### config.mk
export PLATFORM = sky130hd
export DESIGN_NAME = biriscv_multiplier_unit
export DESIGN_NICKNAME = d
export VERILOG_FILES = /design/src/rtl/biriscv_defs_pkg.sv /design/src/rtl/biriscv_mul_decode.sv /design/src/rtl/biriscv_multiplier_unit.sv
export SDC_FILE = /design/constraint.sdc
export NUM_CORES = 2
export LEC_CHECK = 0
export CAP_MARGIN = 20
export CORE_ASPECT_RATIO = 0.5
export CORE_MARGIN = 5
export CORE_UTILIZATION = 60
export CTS_BUF_LIST = sky130_fd_sc_hd__clkbuf_16
export DETAILED_ROUTE_END_ITERATION = 12
export PLACE_DENSITY = 0.9
export SYNTH_ARGS = -nofsm -noshare
export SYNTH_HDL_FRONTEND = slang
export SYNTH_HIERARCHICAL = 1
export SYNTH_SLANG_ARGS = --single-unit
### constraint.sdc
create_clock -name clk_i -period 10.2 [get_ports clk_i]
set_clock_uncertainty 0.2 [all_clocks]
set_input_delay 2.04 -clock clk_i [delete_from_list [all_inputs] [get_ports clk_i]]
set_output_delay 2.04 -clock clk_i [all_outputs]
set_load 0.01 [all_outputs]
### src/rtl/biriscv_defs_pkg.sv
// Shared RV32M multiply definitions: instruction match/mask constants, op select and E1 stage record.
package biriscv_defs_pkg;

  localparam logic [6:0] OPCODE_OP     = 7'b0110011;
  localparam logic [6:0] FUNCT7_MULDIV = 7'b0000001;

  // Match values compare against the instruction ANDed with the mask (funct7 + funct3 + opcode).
  localparam logic [31:0] INST_MUL_MASK   = 32'hfe00707f;
  localparam logic [31:0] INST_MUL        = {FUNCT7_MULDIV, 10'b0, 3'b000, 5'b0, OPCODE_OP};
  localparam logic [31:0] INST_MULH       = {FUNCT7_MULDIV, 10'b0, 3'b001, 5'b0, OPCODE_OP};
  localparam logic [31:0] INST_MULHSU     = {FUNCT7_MULDIV, 10'b0, 3'b010, 5'b0, OPCODE_OP};
  localparam logic [31:0] INST_MULHU      = {FUNCT7_MULDIV, 10'b0, 3'b011, 5'b0, OPCODE_OP};
  localparam logic [31:0] INST_MULH_MASK   = INST_MUL_MASK;
  localparam logic [31:0] INST_MULHSU_MASK = INST_MUL_MASK;
  localparam logic [31:0] INST_MULHU_MASK  = INST_MUL_MASK;

  typedef enum logic [2:0] {
    MUL_OP_NONE,
    MUL_OP_MUL,
    MUL_OP_MULH,
    MUL_OP_MULHSU,
    MUL_OP_MULHU
  } mul_op_e;

  typedef struct packed {
    logic [32:0] operand_a;
    logic [32:0] operand_b;
    logic        sel_high;
  } e1_t;

endpackage

### src/rtl/biriscv_mul_decode.sv
// Instruction word -> multiply op select; non-mul or invalid slots decode to MUL_OP_NONE.
module biriscv_mul_decode
  import biriscv_defs_pkg::*;
(
  input  logic        valid_i,
  input  logic [31:0] opcode_i,
  output mul_op_e     op_o
);

  always_comb begin
    op_o = MUL_OP_NONE;
    if (valid_i) begin
      if ((opcode_i & INST_MUL_MASK) == INST_MUL)
        op_o = MUL_OP_MUL;
      else if ((opcode_i & INST_MULH_MASK) == INST_MULH)
        op_o = MUL_OP_MULH;
      else if ((opcode_i & INST_MULHSU_MASK) == INST_MULHSU)
        op_o = MUL_OP_MULHSU;
      else if ((opcode_i & INST_MULHU_MASK) == INST_MULHU)
        op_o = MUL_OP_MULHU;
    end
  end

endmodule

### src/rtl/biriscv_multiplier_unit.sv
// RV32M multiply unit: E1 captures extended operands, E2 registers the selected product half.
// Define BIRISCV_MUL_EXTRA_STAGE_EN to add an E3 output register (latency 3 instead of 2).
module biriscv_multiplier_unit
  import biriscv_defs_pkg::*;
(
  input  logic        clk_i,
  input  logic        rst_i,
  input  logic        opcode_valid_i,
  input  logic [31:0] opcode_opcode_i,
  input  logic [31:0] opcode_ra_operand_i,
  input  logic [31:0] opcode_rb_operand_i,
  input  logic        hold_i,
  output logic [31:0] writeback_value_o
);

  mul_op_e     op;
  e1_t         e1_d, e1_q;
  logic [63:0] product;
  logic [31:0] result_d, result_q;

  biriscv_mul_decode u_decode (
    .valid_i  (opcode_valid_i),
    .opcode_i (opcode_opcode_i),
    .op_o     (op)
  );

  // Idle or non-mul slots load zeros so the output drains to 0.
  always_comb begin
    e1_d = e1_q;
    if (!hold_i) begin
      e1_d = '0;
      if (op != MUL_OP_NONE) begin
        e1_d.operand_a = {((op == MUL_OP_MULH) || (op == MUL_OP_MULHSU)) & opcode_ra_operand_i[31],
                          opcode_ra_operand_i};
        e1_d.operand_b = {(op == MUL_OP_MULH) & opcode_rb_operand_i[31], opcode_rb_operand_i};
        e1_d.sel_high  = (op != MUL_OP_MUL);
      end
    end
  end

  always_ff @(posedge clk_i) begin
    if (!rst_i) e1_q <= '0;
    else        e1_q <= e1_d;
  end

  // The low 64 bits of the sign-extended product equal the signed 33x33 result.
  assign product = {{31{e1_q.operand_a[32]}}, e1_q.operand_a} *
                   {{31{e1_q.operand_b[32]}}, e1_q.operand_b};

  always_comb begin
    result_d = result_q;
    if (!hold_i)
      result_d = e1_q.sel_high ? product[63:32] : product[31:0];
  end

  always_ff @(posedge clk_i) begin
    if (!rst_i) result_q <= '0;
    else        result_q <= result_d;
  end

`ifdef BIRISCV_MUL_EXTRA_STAGE_EN
  logic [31:0] wb_d, wb_q;

  always_comb begin
    wb_d = hold_i ? wb_q : result_q;
  end

  always_ff @(posedge clk_i) begin
    if (!rst_i) wb_q <= '0;
    else        wb_q <= wb_d;
  end

  assign writeback_value_o = wb_q;
`else
  assign writeback_value_o = result_q;
`endif

endmodule

==> results.toml <==
[run_status]
status = "completed"

[cells_and_area]
nNetsFinal = 6007
drive_gt1_share_pct = 2.75
fin_util_pct = 64.3
stdcell_count = 5524
area_growth_pct = 5.53
fill_cells = 5018

[cts]
clock_latency_ns = 0.39
clock_tree.buffer_depth = 2
cts-root-buf = "clkbuf_16"
cts-resized-gates = 0
cts_made_buffers = 9
htreeDepth = 3
clkTransAtPathRegs_ns = 0.09
post-cts-setup-buffer-count = 0
cts_tree = "done"
cts.sinks = 99
cts_hold_buf = 0

[logic_synthesis]
yosysTopAreaCell = "fa_1"
yosysTopAreaCellShare_pct = 53.3
ys_types = 66
synth-seq-cells = 99
synth-seq-area-share_pct = 4.69
syn-num-nets = 6069
syn_avg_cell_area_um2 = 9.12
synth_area_mm2 = 0.0423
yosysWarnings = 6
synth_area_leaders = "fa_1, inv_1, and2_1"
synth_cells = 4632
synthTopCellsByCount = "fa_1, inv_1, nand2_1"
synth.most_common_cell = "fa_1"
synth_edf_count = 0
synthArstFlopShare_pct = 0
ys.flop_type = "dfxtp_1"

[timing]
tightestPinTransition_ns = 1.21
rsz0062_at_grt = "no"
fin_ws_ns = 0.994
max_freq_mhz = 109
hold_violations = 0
max_slew_margin_pct = 19.0
finalSetupViolations = 0
min_period_ns = 9.21
setup_tns_ns = 0
fin_crit_sh_pct = 90.3
drv_slew = 0

[global_route]
grt_pass1_vias = 36757
grt_use_total_pct = 31.4
grt_max_degree = 101
grt_overflow_total = 0
grt_pass1_wl_um = 188000
antenna_found_initial = 7

[power]
vdd.ir_drop.worst_mv = 0.0785
leakagePower_nw = 22.9
power_per_cell_area_mw_per_mm2 = 19.3

[routing]
drt-total-wl_um = 115000
postRouteAntennaNets = 0
drc = 0
drtIter0Drc = 3082
post_drt_wl_per_cell_um = 20.9
first_pass_iters = 8
num_vias = 32539
vias_per_cell = 5.89

[setup_path]
start_kind = "flip-flop"
critPathRequiredTime_ns = 10.27
critPathCaptureType = "flip-flop"
critPathArrivalTime_ns = 9.28
path_max_fanout = 20
path_class = "flip-flop to flip-flop"

[worst_hold_path]
hp-class = "flip-flop to flip-flop"

[place]
post-place-ws_ns = 1.21
placed_cells = 5501
port_buffers = 116
dp_hpwl_um = 92400
place.gp.congestion = 0.974

[floorplanning]
row_count = 68
dieArea_mm2 = 0.0762
ios = 132
die_w_um = 385
initial_utilization_pct = 60.9
core_area_mm2 = 0.0693
dieHeight_um = 198

[flow_run]
maxCapViolations = 0
cell usage in the layout (no fill, tap or decap), types with 3 or more instances in the layout:
cell	n
fa_1	1125
inv_1	1094
nand2_1	572
and2_1	533
ha_1	212
a21oi_1	148
nor2_1	130
clkdlybuf4s50_1	115
dfxtp_1	94
buf_4	79
nor3b_1	65
o21ai_0	51
xnor2_1	44
nor2b_1	31
xor2_1	30
a21o_1	29
nand3_1	20
nand4_1	19
nand2b_1	16
nor3_1	14
a31oi_1	13
a211oi_1	12
o21bai_1	10
o211ai_1	9
clkbuf_16	9
and3_1	8
o21ai_1	7
a221oi_1	6
o21a_1	5
mux2i_1	5
dfxtp_2	5
diode_2	4
a221oi_2	4
nor4_1	4
o31ai_1	3
clkinv_8	3
buf_16	3
area by class of cell:
| class | instances | area, um2 | share of cell area (%) |
|---|---|---|---|
| Clock inverter | 7 | 96.3 | 0.216 |
| Timing Repair Buffer | 197 | 1830 | 4.10 |
| Antenna cell | 4 | 10.0 | 0.0224 |
| Sequential cell | 99 | 1990 | 4.46 |
| Tap cell | 945 | 1180 | 2.65 |
| Multi-Input combinational cell | 3167 | 35200 | 78.8 |
| Inverter | 1096 | 4110 | 9.23 |
| Clock buffer | 9 | 225 | 0.505 |
final timing paths:
path / slack, ns / cells past startpoint / startpoint / endpoint
worst max register to register: 0.99 / 25 / e1_q[61] / writeback_value_o[29]
worst min-delay path: 0.27 / 2 / writeback_value_o[7] / writeback_value_o[7]
worst min register to register: 0.27 / 2 / writeback_value_o[7] / writeback_value_o[7]
worst max-delay path: 0.99 / 25 / e1_q[61] / writeback_value_o[29]
per-layer routing:
layer / up-vias / global-route usage (%) / part of all wire [%]
li1: 13300 / - / -
met2: 2106 / 52.2 / 48
met3: 602 / 6.78 / 11
met1: 16523 / 37.8 / 33
met5: - / 0 / 0.051
met4: 8 / 19.6 / 7.4
logic make-up after synthesis:
kind of cell	after synthesis	share of synthesized area, %
AOI/OAI and AO/OA	327	4.87
xor gates and xnor gates	74	1.53
adders and majority gates	1337	59.6
and+or+nand+nor	1424	17.1
muxes	5	0.118
buffers and inverters	1366	12.1
DFF	99	4.69
per-stage QoR:
step	cell area [um2]	hold WS, ns	power, mW
final	44600	0.274	0.859
after global routing	44600	0.297	0.879
after CTS	44500	0.272	0.854
after detailed placement	44200	0.259	0.484
after global placement	44200	0.259	0.482
after floorplan	42300	0.286	0.435
flip-flops by register name (all words and copies together) (netlist names):
signal and flops:
e1_q 67, writeback_value_o 32
worst max-delay path, cell delays in order (launching register included):
cell	delay, ns
dfxtp_1	1.14
buf_4	0.39
and2_1	0.19
fa_1	0.45
fa_1	0.51
inv_1	0.06
fa_1	0.53
inv_1	0.05
fa_1	0.48
fa_1	0.61
fa_1	0.44
fa_1	0.50
inv_1	0.05
fa_1	0.48
inv_1	0.05
ha_1	0.39
a21oi_1	0.28
o21ai_0	0.17
a2111oi_0	0.62
nor3_1	0.22
nor3_1	0.30
a21oi_1	0.15
or2_0	0.26
a211oi_1	0.21
o21ai_1	0.15
o2111a_1	0.22
power breakdown:
part	leakage (nW)	internal, mW	switching, mW
clock	0.156	0.180	0.202
sequential	0.804	0.391	0.00299
combinational	22.0	0.0454	0.0378
total	22.9	0.617	0.243
No activity file was read; power rests on OpenSTA's default activity.
